$ cat src/rtl/riscv_arb_pkg.sv
// Shared types for the unified memory arbiter: FSM state encoding, grant
// owner encodings and the latency counter width.
package riscv_arb_pkg;

  localparam int ARB_STATE_W = 2;
  localparam int LAT_CNT_W   = 4;

  typedef enum logic [ARB_STATE_W-1:0] {
    IDLE  = 2'd0,
    FETCH = 2'd1,
    DATA  = 2'd2,
    RESP  = 2'd3
  } arb_state_t;

  localparam logic GRANT_IF   = 1'b0;
  localparam logic GRANT_DATA = 1'b1;

endpackage

$ cat src/rtl/arb_latency_cnt.sv
// Loadable down-counter with a zero flag; times the memory access window.
module arb_latency_cnt
  import riscv_arb_pkg::*;
(
  input  logic                 clk,
  input  logic                 rst,
  input  logic                 load,
  input  logic [LAT_CNT_W-1:0] load_val,
  input  logic                 dec,
  output logic                 zero
);

  logic [LAT_CNT_W-1:0] cnt_q, cnt_d;

  always_comb begin
    cnt_d = cnt_q;
    if (load) begin
      cnt_d = load_val;
    end else if (dec && (cnt_q != '0)) begin
      cnt_d = cnt_q - 1'b1;
    end
  end

  always_ff @(posedge clk or negedge rst) begin
    if (!rst) begin
      cnt_q <= '0;
    end else begin
      cnt_q <= cnt_d;
    end
  end

  assign zero = (cnt_q == '0);

endmodule

$ cat src/rtl/unified_mem_arbiter.sv
// Shares one single-ported memory between fetch and data ports, data first.
// Optional fetch starvation guard: define UNIFIED_MEM_ARB_STARVE_GUARD_EN.
module unified_mem_arbiter
  import riscv_arb_pkg::*;
#(
  parameter int ADDR_W       = 32,
  parameter int DATA_W       = 32,
  parameter int MEM_LATENCY  = 2,
  parameter int STARVE_LIMIT = 4
) (
  input  logic                clk,
  input  logic                rst,
  input  logic                if_req,
  input  logic [ADDR_W-1:0]   if_addr,
  output logic [DATA_W-1:0]   if_rdata,
  output logic                if_done,
  input  logic                d_req,
  input  logic                d_we,
  input  logic [DATA_W/8-1:0] d_be,
  input  logic [ADDR_W-1:0]   d_addr,
  input  logic [DATA_W-1:0]   d_wdata,
  output logic [DATA_W-1:0]   d_rdata,
  output logic                d_done,
  output logic                mem_en,
  output logic                mem_we,
  output logic [DATA_W/8-1:0] mem_be,
  output logic [ADDR_W-1:0]   mem_addr,
  output logic [DATA_W-1:0]   mem_wdata,
  input  logic [DATA_W-1:0]   mem_rdata,
  output logic                fetch_stall,
  output logic                pipe_stall,
  output logic                grant_data
);

  localparam int BE_W = DATA_W / 8;
  localparam logic [LAT_CNT_W-1:0] LAT_LOAD = LAT_CNT_W'(MEM_LATENCY - 1);

  if (MEM_LATENCY < 1 || MEM_LATENCY > 15 || STARVE_LIMIT < 1) begin : g_param_check
    $error("unified_mem_arbiter: MEM_LATENCY must be 1..15 and STARVE_LIMIT >= 1");
  end

  arb_state_t        state_q, state_d;
  logic [ADDR_W-1:0] addr_q, addr_d;
  logic              we_q, we_d;
  logic [BE_W-1:0]   be_q, be_d;
  logic [DATA_W-1:0] wdata_q, wdata_d;
  logic [DATA_W-1:0] if_rdata_q, if_rdata_d;
  logic [DATA_W-1:0] d_rdata_q, d_rdata_d;
  logic              if_done_q, if_done_d;
  logic              d_done_q, d_done_d;
  logic              grant_data_q, grant_data_d;
  logic              lat_load, lat_dec, lat_zero;
  logic              grant_dat, grant_fetch, force_fetch;

  assign grant_dat   = (state_q == IDLE) && d_req && !force_fetch;
  assign grant_fetch = (state_q == IDLE) && if_req && !grant_dat;

`ifdef UNIFIED_MEM_ARB_STARVE_GUARD_EN
  localparam int STARVE_W = $clog2(STARVE_LIMIT + 1);
  localparam logic [STARVE_W-1:0] STARVE_MAX = STARVE_W'(STARVE_LIMIT);

  logic [STARVE_W-1:0] starve_q, starve_d;

  // Counts data grants that overtook a waiting fetch; at the limit fetch wins.
  assign force_fetch = if_req && (starve_q == STARVE_MAX);

  always_comb begin
    starve_d = starve_q;
    if (state_q == IDLE) begin
      if (!if_req || grant_fetch) begin
        starve_d = '0;
      end else if (grant_dat && (starve_q != STARVE_MAX)) begin
        starve_d = starve_q + 1'b1;
      end
    end
  end

  always_ff @(posedge clk or negedge rst) begin
    if (!rst) begin
      starve_q <= '0;
    end else begin
      starve_q <= starve_d;
    end
  end
`else
  assign force_fetch = 1'b0;
`endif

  arb_latency_cnt u_lat_cnt (
    .clk      (clk),
    .rst      (rst),
    .load     (lat_load),
    .load_val (LAT_LOAD),
    .dec      (lat_dec),
    .zero     (lat_zero)
  );

  always_comb begin
    state_d      = state_q;
    addr_d       = addr_q;
    we_d         = we_q;
    be_d         = be_q;
    wdata_d      = wdata_q;
    if_rdata_d   = if_rdata_q;
    d_rdata_d    = d_rdata_q;
    grant_data_d = grant_data_q;
    if_done_d    = 1'b0;
    d_done_d     = 1'b0;
    lat_load     = 1'b0;
    lat_dec      = 1'b0;
    unique case (state_q)
      IDLE: begin
        if (grant_dat) begin
          state_d      = DATA;
          addr_d       = d_addr;
          we_d         = d_we;
          be_d         = d_be;
          wdata_d      = d_wdata;
          grant_data_d = GRANT_DATA;
          lat_load     = 1'b1;
        end else if (grant_fetch) begin
          state_d      = FETCH;
          addr_d       = if_addr;
          we_d         = 1'b0;
          be_d         = '0;
          wdata_d      = '0;
          grant_data_d = GRANT_IF;
          lat_load     = 1'b1;
        end
      end
      FETCH, DATA: begin
        if (lat_zero) begin
          state_d = RESP;
          if (state_q == FETCH) begin
            if_rdata_d = mem_rdata;
            if_done_d  = 1'b1;
          end else begin
            d_rdata_d = we_q ? '0 : mem_rdata;
            d_done_d  = 1'b1;
          end
        end else begin
          lat_dec = 1'b1;
        end
      end
      RESP: begin
        // Requests are ignored here so the finishing requester cannot be granted twice.
        state_d = IDLE;
      end
      default: state_d = IDLE;
    endcase
  end

  always_ff @(posedge clk or negedge rst) begin
    if (!rst) begin
      state_q      <= IDLE;
      addr_q       <= '0;
      we_q         <= 1'b0;
      be_q         <= '0;
      wdata_q      <= '0;
      if_rdata_q   <= '0;
      d_rdata_q    <= '0;
      if_done_q    <= 1'b0;
      d_done_q     <= 1'b0;
      grant_data_q <= 1'b0;
    end else begin
      state_q      <= state_d;
      addr_q       <= addr_d;
      we_q         <= we_d;
      be_q         <= be_d;
      wdata_q      <= wdata_d;
      if_rdata_q   <= if_rdata_d;
      d_rdata_q    <= d_rdata_d;
      if_done_q    <= if_done_d;
      d_done_q     <= d_done_d;
      grant_data_q <= grant_data_d;
    end
  end

  // A store only strobes in its last cycle, so an aborted store never commits.
  assign mem_en      = (state_q == FETCH) || (state_q == DATA);
  assign mem_we      = (state_q == DATA) && we_q && lat_zero;
  assign mem_be      = be_q;
  assign mem_addr    = addr_q;
  assign mem_wdata   = wdata_q;
  assign if_rdata    = if_rdata_q;
  assign d_rdata     = d_rdata_q;
  assign if_done     = if_done_q;
  assign d_done      = d_done_q;
  assign grant_data  = grant_data_q;
  assign fetch_stall = if_req & ~if_done_q;
  assign pipe_stall  = d_req & ~d_done_q;

endmodule

$ cat config.mk
export PLATFORM = sky130hd
export DESIGN_NAME = unified_mem_arbiter
export DESIGN_NICKNAME = d
export VERILOG_FILES = /design/src/rtl/riscv_arb_pkg.sv /design/src/rtl/arb_latency_cnt.sv /design/src/rtl/unified_mem_arbiter.sv
export SDC_FILE = /design/constraint.sdc
export NUM_CORES = 1
export LEC_CHECK = 0
export CAP_MARGIN = 20
export CORE_ASPECT_RATIO = 0.5
export CORE_MARGIN = 8
export CORE_UTILIZATION = 30
export DETAILED_ROUTE_END_ITERATION = 16
export HOLD_SLACK_MARGIN = 0.08
export PLACE_DENSITY_LB_ADDON = 0.25
export RECOVER_POWER = 100
export SLEW_MARGIN = 20
export SYNTH_ARGS = -nofsm -noshare
export SYNTH_HDL_FRONTEND = slang
export SYNTH_SLANG_ARGS = --single-unit
export TNS_END_PERCENT = 30
$ cat constraint.sdc
create_clock -name clk -period 2.1 [get_ports clk]
set_input_delay 0.63 -clock clk [delete_from_list [all_inputs] [get_ports clk]]
set_output_delay 0.63 -clock clk [all_outputs]
set_load 0.1 [all_outputs]
==> results.py <==
metrics = {
    "detailed_routing": {
        "wl_per_cell_um": 19.4,
        "drc": 0,
        "drt_iter0_drc": 181,
        "dr.pass1.iters": 4,
        "ant_nets": 0,
        "wl_mm": 19.2,
        "vias": 4629,
        "routed_via_density": 4.69,
    },
    "clock_tree": {
        "clockBufferDepth": 2,
        "cts-hold-fix-buffers": 0,
        "worstSkewPairLatency_ns": 0.41,
        "ctsHtreeMaxLevel": 4,
        "path_clk_slew_ns": 0.06,
        "root_buffer": "clkbuf_16",
        "cts_tree": "done",
        "cts_sinks": 142,
        "cts_buffers": 17,
    },
    "synth": {
        "ys_top_cells_by_area": "dfrtp_1 61%, a22o_1 15%, mux2_2 12%",
        "yosys_warnings": 0,
        "syn_inst": 419,
        "yosys.area.top_type": "dfrtp_1",
        "synth.distinct_cells": 29,
        "synth.avg_cell_area_um2": 14.0,
        "syn_area_mm2": 0.00587,
        "ys_ff_latch": 142,
        "yosys.area.top_type_share_pct": 60.5,
        "synth_nets": 562,
        "ys_seq_area_share_pct": 60.5,
    },
    "grt": {
        "met2_usage_pct": 28.2,
        "busiest_layer": "met2",
        "grt_max_degree": 39,
        "use_met1_pct": 17.4,
        "grt_pass1_vias": 5195,
        "globalRouteMet3Util_pct": 4.41,
        "grt_antenna_before_repair": 2,
        "grt_pass1_wl_mm": 29.6,
        "overflow": 0,
        "grt_usage_pct": 15.6,
    },
    "run_status": {
        "outcome": "complete, but fails checks",
        "violations": "setup timing",
    },
    "place": {
        "gp_congestion": 0.736,
        "place_ws_ns": -0.0914,
        "placed_area_mm2": 0.0105,
        "dp_hpwl_mm": 14.5,
        "io_buffers": 275,
    },
    "timing": {
        "setup_viol": 1,
        "period_needed_ns": 2.20,
        "fin_crit_sh_pct": 105,
        "skew_ns": 0.00651,
        "tightest_slew_ns": 0.944,
        "fmax_mhz": 455,
        "setup_slack_ns": -0.0969,
        "relSlewSlack_pct": 37.0,
        "rsz0062_at_grt": "yes",
        "finalMaxSlewViolations": 0,
        "hold_viol_final": 0,
    },
    "worst_setup_path": {
        "reg2reg_to": "if_rdata[14]",
        "max_stage_delay_ns": 0.39,
        "cp-end-kind": "output port",
        "start_kind": "register",
        "crit_chain": "inv_2 > ha_4 > nor3b_4 > and3_4 > buf_12",
        "crit_type": "reg -> out",
        "ff2ff_setup_slack_ns": 0.13,
        "worstSetupStartpoint": "u_lat_cnt.cnt_q[1]",
        "rr_worst_depth": 9,
        "cp_max_fo": 2,
        "crit_arrival_ns": 1.57,
        "critPathRequiredTime_ns": 1.47,
        "critical-path-slowest-cell": "dfrtp_1",
        "r2r_start": "u_lat_cnt.cnt_q[0]",
    },
    "layout": {
        "fillers": 1797,
        "syn_to_final_growth_pct": 54.5,
        "drive_above_1_share_pct": 37.6,
        "nets": 851,
        "stdcell_area_mm2": 0.00907,
    },
    "job": {
        "maxCapViolations": 0,
    },
    "die": {
        "die_w_um": 214,
        "die_area_mm2": 0.0246,
        "rows": 36,
        "boundaryPins": 276,
        "start_util_pct": 30.4,
        "core_region_area_mm2": 0.0193,
        "fp.dieH_um": 115,
    },
    "worst_hold_path": {
        "hp-class": "in -> async",
    },
}
-- stage by stage --
stage               hold slack [ns]  TNS [ns]  instances  util [%]
floorplan                     0.334    -0.275        419         -
global placement              0.525    -0.435        949      54.2
detailed placement            0.548     -1.59        949      54.2
CTS                           0.118    -0.125        985      57.9
global route                  0.421     -4.31        988      46.9
finish                        0.354   -0.0969        988      46.9
-- cells in the mapped netlist, drive strengths merged --
cell type,instances
dfrtp,142
a22o,101
mux2,65
nor2b,35
clkbuf,21
buf,15
ha,6
inv,6
mux2i,3
nand3,3
o21ai,3
a21oi,2
and3,2
nand2b,2
nor2,2
nor3,2
a21o,1
a22oi,1
and2,1
nand2,1
nor3b,1
o211ai,1
o41ai,1
or3,1
or3b,1
-- routing by layer --
metal | vias up | share of wire [%]
li1 | 2122 | -
met4 | 2 | 1.9
met5 | - | 0.068
met3 | 25 | 4.9
met2 | 123 | 53
met1 | 2357 | 40
-- sequential cells by signal, indices dropped and copies added (netlist names), 2 cells and up --
| register | cells |
|---|---|
| d_rdata | 32 |
| if_rdata | 32 |
| mem_addr | 32 |
| mem_wdata | 32 |
| mem_be | 4 |
| u_lat_cnt.cnt_q | 4 |
| state_q | 2 |
-- placed cells by master (no fill, tap or decap), types with 6 or more instances in the layout --
cell and n:
clkbuf_16 17, clkdlybuf4s50_1 133, a22o_1 101, clkbuf_2 137, nor2b_1 33, clkbuf_1 6, dfrtp_1 142, buf_12 7
buf_4 17, mux2_2 65
-- worst max-delay path, delay by kind of cell, from the launching register on --
| family | cells | cell delay (ns) |
|---|---|---|
| flip-flops | 1 | 0.39 |
| adder cells (fa/ha/maj) | 1 | 0.13 |
| buffers and inverters | 2 | 0.25 |
| AND/OR/NAND/NOR | 2 | 0.38 |
-- cells by family (layout without fill, tap and decap cells) --
kind of cell	after synthesis	in the layout	synth area share, %
buf+inv	42	344	3.62
flops	142	142	60.5
fa+ha+maj	6	6	1.28
compound gates	110	110	16.0
other cells	0	1	0
mux	68	68	13.0
simple gates	51	51	5.54
-- timing repair --
action	CTS	global route
setup endpoints to repair	3	2
pin swaps	2	1
endpoints found under the hold margin	0	0
resized for setup	9	0
buffers inserted	4	2
-- how the worst max path moves through the flow --
| stage | endpoint | slack [ns] | cells after the start |
|---|---|---|---|
| 3_3_place_gp | pipe_stall | -0.07 | 3 |
| 2_1_floorplan | pipe_stall | -0.17 | 3 |
| 5_1_grt | mem_we | -0.17 | 5 |
| 4_1_cts | mem_we | -0.13 | 5 |
| 3_5_place_dp | pipe_stall | -0.09 | 3 |
| 6_report | mem_we | -0.1 | 5 |
-- area by class of cell --
| cell class | count | area [um^2] | area share, % |
|---|---|---|---|
| diodes | 1 | 2.50 | 0.0276 |
| well taps | 266 | 333 | 3.67 |
| clock inverters | 10 | 185 | 2.04 |
| inverters | 6 | 22.5 | 0.248 |
| repair buffers | 306 | 2360 | 26.0 |
| clock buffers | 22 | 464 | 5.12 |
| flip-flops and latches | 142 | 3550 | 39.2 |
| multi-input cells | 235 | 2150 | 23.7 |
Power is not shown: default switching activity piles up to over one toggle a cycle in this logic, so the estimate is an artifact.
